<file path="src/rtl/fc_layer_sched_pkg.sv">
// Shared types and constants for the dense-layer sequencer.
package fc_pkg;

    typedef enum logic [2:0] {
        ST_IDLE,
        ST_ISSUE,
        ST_DRAIN,
        ST_UPDATE,
        ST_TX,
        ST_WAIT_TX
    } fc_state_t;

    localparam int FC_N_OUT   = 10;
    localparam int FC_N_CHUNK = 4;
    localparam int FC_LANES   = 16;

    function automatic int unsigned fc_rom_addr(input int unsigned neuron,
                                                input int unsigned chunk,
                                                input int unsigned n_chunk);
        return neuron * n_chunk + chunk;
    endfunction

endpackage

</file>
<file path="src/rtl/fc_lat_pipe.sv">
// DEPTH-cycle 1-bit delay line with synchronous clear; aligns acc_en with ROM data.
module fc_lat_pipe #(
    parameter int unsigned DEPTH = 1
) (
    input  logic clk,
    input  logic clr_i,
    input  logic d_i,
    output logic q_o
);

    logic [DEPTH-1:0] sr_q;

    always_ff @(posedge clk) begin
        if (clr_i) begin
            sr_q <= '0;
        end else begin
            sr_q[0] <= d_i;
            for (int unsigned i = 1; i < DEPTH; i++) begin
                sr_q[i] <= sr_q[i-1];
            end
        end
    end

    assign q_o = sr_q[DEPTH-1];

endmodule

</file>
<file path="src/rtl/fc_layer_sched.sv">
// Dense-layer sequencer: walks neurons x chunks, strobes accumulate/argmax, then hands off to UART.
module fc_layer_sched
    import fc_pkg::*;
#(
    parameter int N_OUT   = FC_N_OUT,
    parameter int N_CHUNK = FC_N_CHUNK,
    parameter int ROM_LAT = 1,
    parameter int ADDR_W  = 6,
    parameter int IDX_W   = 4
) (
    input  logic              clk,
    input  logic              rst,
    input  logic              strt,
    input  logic              tx_done,
    output logic              busy,
    output logic [ADDR_W-1:0] rom_addr,
    output logic [1:0]        feat_idx,
    output logic [IDX_W-1:0]  neuron_idx,
    output logic              acc_clr,
    output logic              acc_en,
    output logic              upd,
    output logic              trmt,
    output logic              done
);

    localparam int DW = (ROM_LAT > 1) ? $clog2(ROM_LAT) : 1;

    fc_state_t         state_q, state_d;
    logic [IDX_W-1:0]  neuron_q, neuron_d;
    logic [1:0]        chunk_q, chunk_d;
    logic [DW-1:0]     dcnt_q, dcnt_d;
    logic [ADDR_W-1:0] addr_q, addr_d;
    logic              issue;

    always_ff @(posedge clk) begin
        if (rst) begin
            state_q  <= ST_IDLE;
            neuron_q <= '0;
            chunk_q  <= '0;
            dcnt_q   <= '0;
            addr_q   <= '0;
        end else begin
            state_q  <= state_d;
            neuron_q <= neuron_d;
            chunk_q  <= chunk_d;
            dcnt_q   <= dcnt_d;
            addr_q   <= addr_d;
        end
    end

    always_comb begin
        state_d  = state_q;
        neuron_d = neuron_q;
        chunk_d  = chunk_q;
        dcnt_d   = dcnt_q;
        addr_d   = addr_q;
        issue    = 1'b0;
        acc_clr  = 1'b0;
        upd      = 1'b0;
        trmt     = 1'b0;
        done     = 1'b0;
        unique case (state_q)
            ST_IDLE: begin
                if (strt) begin
                    acc_clr  = 1'b1;
                    neuron_d = '0;
                    chunk_d  = '0;
                    dcnt_d   = '0;
                    state_d  = ST_ISSUE;
                end
            end
            ST_ISSUE: begin
                issue  = 1'b1;
                addr_d = ADDR_W'(fc_rom_addr(32'(neuron_q), 32'(chunk_q), N_CHUNK));
                if (chunk_q == 2'(N_CHUNK - 1)) begin
                    chunk_d = '0;
                    state_d = ST_DRAIN;
                end else begin
                    chunk_d = chunk_q + 2'd1;
                end
            end
            ST_DRAIN: begin
                if (dcnt_q == DW'(ROM_LAT - 1)) begin
                    dcnt_d  = '0;
                    state_d = ST_UPDATE;
                end else begin
                    dcnt_d = dcnt_q + DW'(1);
                end
            end
            ST_UPDATE: begin
                // neuron_idx still names the finished neuron so the bias ROM output is stable
                upd     = 1'b1;
                acc_clr = 1'b1;
                if (neuron_q == IDX_W'(N_OUT - 1)) begin
                    state_d = ST_TX;
                end else begin
                    neuron_d = neuron_q + IDX_W'(1);
                    state_d  = ST_ISSUE;
                end
            end
            ST_TX: begin
                trmt    = 1'b1;
                state_d = ST_WAIT_TX;
            end
            ST_WAIT_TX: begin
                if (tx_done) begin
                    done     = 1'b1;
                    neuron_d = '0;
                    state_d  = ST_IDLE;
                end
            end
            default: state_d = ST_IDLE;
        endcase
    end

    fc_lat_pipe #(
        .DEPTH(ROM_LAT)
    ) u_lat_pipe (
        .clk  (clk),
        .clr_i(rst),
        .d_i  (issue),
        .q_o  (acc_en)
    );

    assign busy       = (state_q != ST_IDLE);
    assign rom_addr   = addr_d;
    assign feat_idx   = chunk_q;
    assign neuron_idx = neuron_q;

endmodule

</file>
<file path="config.mk">
export PLATFORM = sky130hd
export DESIGN_NAME = fc_layer_sched
export DESIGN_NICKNAME = d
export VERILOG_FILES = /design/src/rtl/fc_layer_sched_pkg.sv /design/src/rtl/fc_lat_pipe.sv /design/src/rtl/fc_layer_sched.sv
export SDC_FILE = /design/constraint.sdc
export NUM_CORES = 1
export LEC_CHECK = 0
export ABC_AREA = 1
export CAP_MARGIN = 15
export CORE_MARGIN = 10
export CORE_UTILIZATION = 50
export CTS_BUF_LIST = sky130_fd_sc_hd__clkbuf_2 sky130_fd_sc_hd__clkbuf_4 sky130_fd_sc_hd__clkbuf_8
export CTS_CLUSTER_SIZE = 30
export DETAILED_ROUTE_END_ITERATION = 16
export PLACE_DENSITY = 0.81
export SYNTH_ARGS = -nofsm -noshare
export SYNTH_HDL_FRONTEND = slang
export SYNTH_SLANG_ARGS = --single-unit
</file>
<file path="constraint.sdc">
create_clock -name clk -period 1.9 [get_ports clk]
set_input_delay 0.285 -clock clk [delete_from_list [all_inputs] [get_ports clk]]
set_output_delay 0.285 -clock clk [all_outputs]
set_load 0.01 [all_outputs]
</file>
==> summary.md <==
| Metric | Value |
|---|---|
| Initial DRC Count | 21 |
| Global-route usage over all layers | about an eighth |
| P&R area growth vs syn | 36.27% |
| Worst R2R Path Depth | 9 |
| Post-Route Utilization | a little under three quarters |
| Die height | approximately 62 um |
| Setup WS post-layout | a little over 0.09 ns |
| Fill count | around 150 |
| Worst skew pair latency | roughly 0.29 ns |
| Mapped Avg Cell Area | between 7 and 8 sq um |
| Met2 Use GR | 19.88% |
| Mux share of post-synthesis cell area | 0% |
| Routed wire length | around 2.1 mm |
| Reg clk slew, reported paths | 0.09 ns |
| Post-synthesis xor/xnor area fraction | 0% |
| Vias in the first global route | about 830 |
| Net Count, Synth | 127 |
| CTS tree | built |
| Highest clock rate | 553.0 MHz |
| HP Class | reg2reg |
| Synth Area in Adders | 4.267% |
| Startpoint Class | flip-flop |
| CP Max Fanout | 10 |
| Post-synthesis sequential area ratio | 36.42% |
| VDD IR-drop max | 0.3500 mV |
| Layout cells sized above 1 | between 20% and 30% |
| Initial antenna violation count | 0 |
| CP required | between 1.5 and 2 ns |
| Tot Pwr | about 0.88 mW |
| Flop pwr share | between 40% and 50% |
| Overflow after GRT | 0 |
| Flops & latches, synth | 16 |
| Pre-CTS worst setup slack | 0.03858 ns |
| 1st-pass router iterations | 4 |
| Fin. max-slew vios | 0 |
| Clock period minus worst slack | around 1.8 ns |
| Count of cell types in the netlist | 26 |
| I/O pin count | 22 |
| Slew HR | approximately 77% |
| GR Layer Usage met1 | roughly 14% |
| Crit path kind | reg2out |
| Largest family of logic cells by synthesized area | simple AND/OR/NAND/NOR gates |
| Leading area contributor after synthesis | dfxtp_1 |
| Final GP Congestion | around 0.89 |
| Drt wl/cell | between 10 and 15 um |
| Simple-gate portion of the synthesized area | 30.58% |
| Post-cts hold buffer count | 0 |
| Worst Path Arrival | about 1.5 ns |
| Leakage power | approximately 0.6 nW |
| Largest net degree at the start of global routing | 11 |
| Worst setup endpoint | rom_addr[3] |
| Antenna Cells | 0 |
| Net Sw Frac | 31.45% |
| Mapped Cells | 120 |
| Maximum clock path buffer count | 2 |
| Final hold viol count | 0 |
| Warnings from Yosys | 0 |
| Logic pwr share | approximately 31% |
| Synth area leaders | dfxtp_1, inv_1, nand2_1, a21oi_1, a211oi_2 |
| First-pass GRT wire length | between 3 and 4 mm |
| PD cells | around 730 nW/um^2 |
| DR DRC count | 0 |
| Final Cycle Share | between 90% and 100% |
| Setup Skew | 0.002235 ns |
| Max H-tree Level | 1 |
| Core ar. | approximately 1700 sq um |
| Mapped Area | roughly 880 sq um |
| Root buffer cell | clkbuf_4 |
| Routed vias | 879 |
| Top-area cell type share of the netlist area | between 30% and 40% |
| Final ANT Viol Nets | 0 |
| Status | completed |
| Fin nets | 160 |
| Starting Density | a little over half |
| Die width | 61.94 um |
| NetSw | about 0.28 mW |
| Global Route met3 Usage | around 3.7% |
| DIE AREA | around 3800 sq um |
| Most Crowded Layer GR | met2 |
| Clk sinks | 16 |
| Worst R2R Start | state_q[0]$_SDFFE_PP0P_ |
| Compound-Gate Fraction of Synth Area | roughly a fifth |
| RSZ-0062 raised after global routing | yes |
| P_int | 0.6007 mW |
| Clock Power Share | approximately 26% |
| DP Wirelength | 1.635 mm |
| # rows | 15 |
| Critical path endpoint category | primary output |
| Vias per cell | 5.201 |
| Slew @ Worst Pin | about 0.35 ns |
| Port bufs | 21 |
| Critical path origin | state_q[1]$_SDFFE_PP0P_ |
| TritonCTS buffer count | 3 |
| Max Cap Violations | 0 |
| Final setup fails | 0 |
| R2R Path End | neuron_idx[0]$_SDFFE_PP0P_ |
| Reg-to-reg slack, setup | 0.46 ns |
-- how the worst min path moves through the flow --
stage                                            to                        from  depth (start not counted)
after floorplan           u_lat_pipe.q_o$_SDFF_PP0_                         rst                          1
after global placement     feat_idx[0]$_SDFFE_PP0P_    feat_idx[0]$_SDFFE_PP0P_                          1
after detailed placement   feat_idx[0]$_SDFFE_PP0P_    feat_idx[0]$_SDFFE_PP0P_                          1
after CTS                      addr_q[2]$_SDFF_PP0_  neuron_idx[0]$_SDFFE_PP0P_                          2
after global routing           addr_q[2]$_SDFF_PP0_  neuron_idx[0]$_SDFFE_PP0P_                          2
final                          addr_q[2]$_SDFF_PP0_  neuron_idx[0]$_SDFFE_PP0P_                          2
-- registers in the layout, indices dropped and copies added, names as in the netlist --
| signal | cells |
|---|---|
| addr_q | 6 |
| feat_idx | 2 |
| neuron_idx | 4 |
| state_q | 3 |
| u_lat_pipe.q_o | 1 |
-- area by class of cell --
type | instances | area, sq um | area share [%]
repair buffers | 30 | 264.0 | 22.03
inverters | 21 | 81.33 | 6.785
multi-input cells | 81 | 471.7 | 39.35
well taps | 17 | 21.27 | 1.775
clock buffers | 4 | 36.28 | 3.027
flip-flops and latches | 16 | 324.1 | 27.04
-- power by group through the flow --
stage / clock (mW) / sequential, mW / combinational [mW]
floorplan: 0 / 0.390 / 0.155
CTS: 0.229 / 0.378 / 0.279
finish: 0.226 / 0.377 / 0.273
detailed placement: 0 / 0.386 / 0.286
global route: 0.245 / 0.383 / 0.303
global placement: 0 / 0.385 / 0.280
-- layout by cell type, fill, tap and decap left out, drive strengths merged --
cell            n
inv            21
nand2          18
dfxtp          16
nor2           14
a21oi          11
clkdlybuf4s50  10
buf             9
nand3           9
or2             8
clkbuf          7
a211oi          6
o21ai           6
dlygate4sd2     5
ha              3
dlymetal6s2s    3
nor3            2
nand3b          1
o211ai          1
nand4           1
o31ai           1
-- worst max-delay path, stage by stage, from the launching register on --
cell,delay (ns)
dfxtp_4,0.37
inv_2,0.06
nand3_2,0.10
inv_4,0.11
buf_4,0.14
or2_0,0.11
inv_1,0.06
a21oi_1,0.12
clkbuf_2,0.16
-- synthesized netlist by cell type --
master / instances
ha_1: 3
o211ai_1: 1
or2_0: 4
nor2_2: 1
dfxtp_1: 16
nand3b_1: 1
o21ai_0: 2
buf_2: 1
nand4_1: 1
clkbuf_1: 1
nor3_2: 1
nand2_2: 2
or2_1: 4
nor3_1: 1
o21ai_1: 4
nor2_4: 1
a21oi_1: 11
a211oi_1: 2
nand3_1: 7
nand2_1: 16
inv_2: 3
nand3_2: 2
o31ai_1: 1
inv_1: 18
nor2_1: 12
a211oi_2: 4
-- per-layer routing --
layer | wire length [um] | part of all wire (%)
met4 | 29 | 1.4
met5 | 0 | 0
met3 | 121 | 5.7
met2 | 1009 | 47
met1 | 971 | 46
-- repair_timing --
item	4_1_cts	5_1_grt
pin swaps	0	0
endpoints found under the hold margin	0	0
buffers inserted	2	0
resized for setup	10	10
endpoints found under the setup margin	8	6
-- cells by family (layout without fill, tap and decap cells) --
logic type,Yosys count,count (layout)
buffers and inverters,23,55
AND/OR/NAND/NOR,53,53
AO/OA/AOI/OAI,25,25
flip-flops,16,16
adder cells (fa/ha/maj),3,3
-- per-stage QoR --
step / setup TNS [ns] / instances / cell area, sq um / hold slack (ns)
detailed placement: 0 / 163 / 1155 / 0.4844
CTS: -0.05520 / 169 / 1200 / 0.4987
global placement: 0 / 163 / 1155 / 0.4733
floorplan: 0 / 120 / 879.6 / 0.3691
finish: 0 / 169 / 1199 / 0.4973
global route: -0.05997 / 169 / 1199 / 0.5320
No activity file was read; power rests on OpenSTA's default activity.
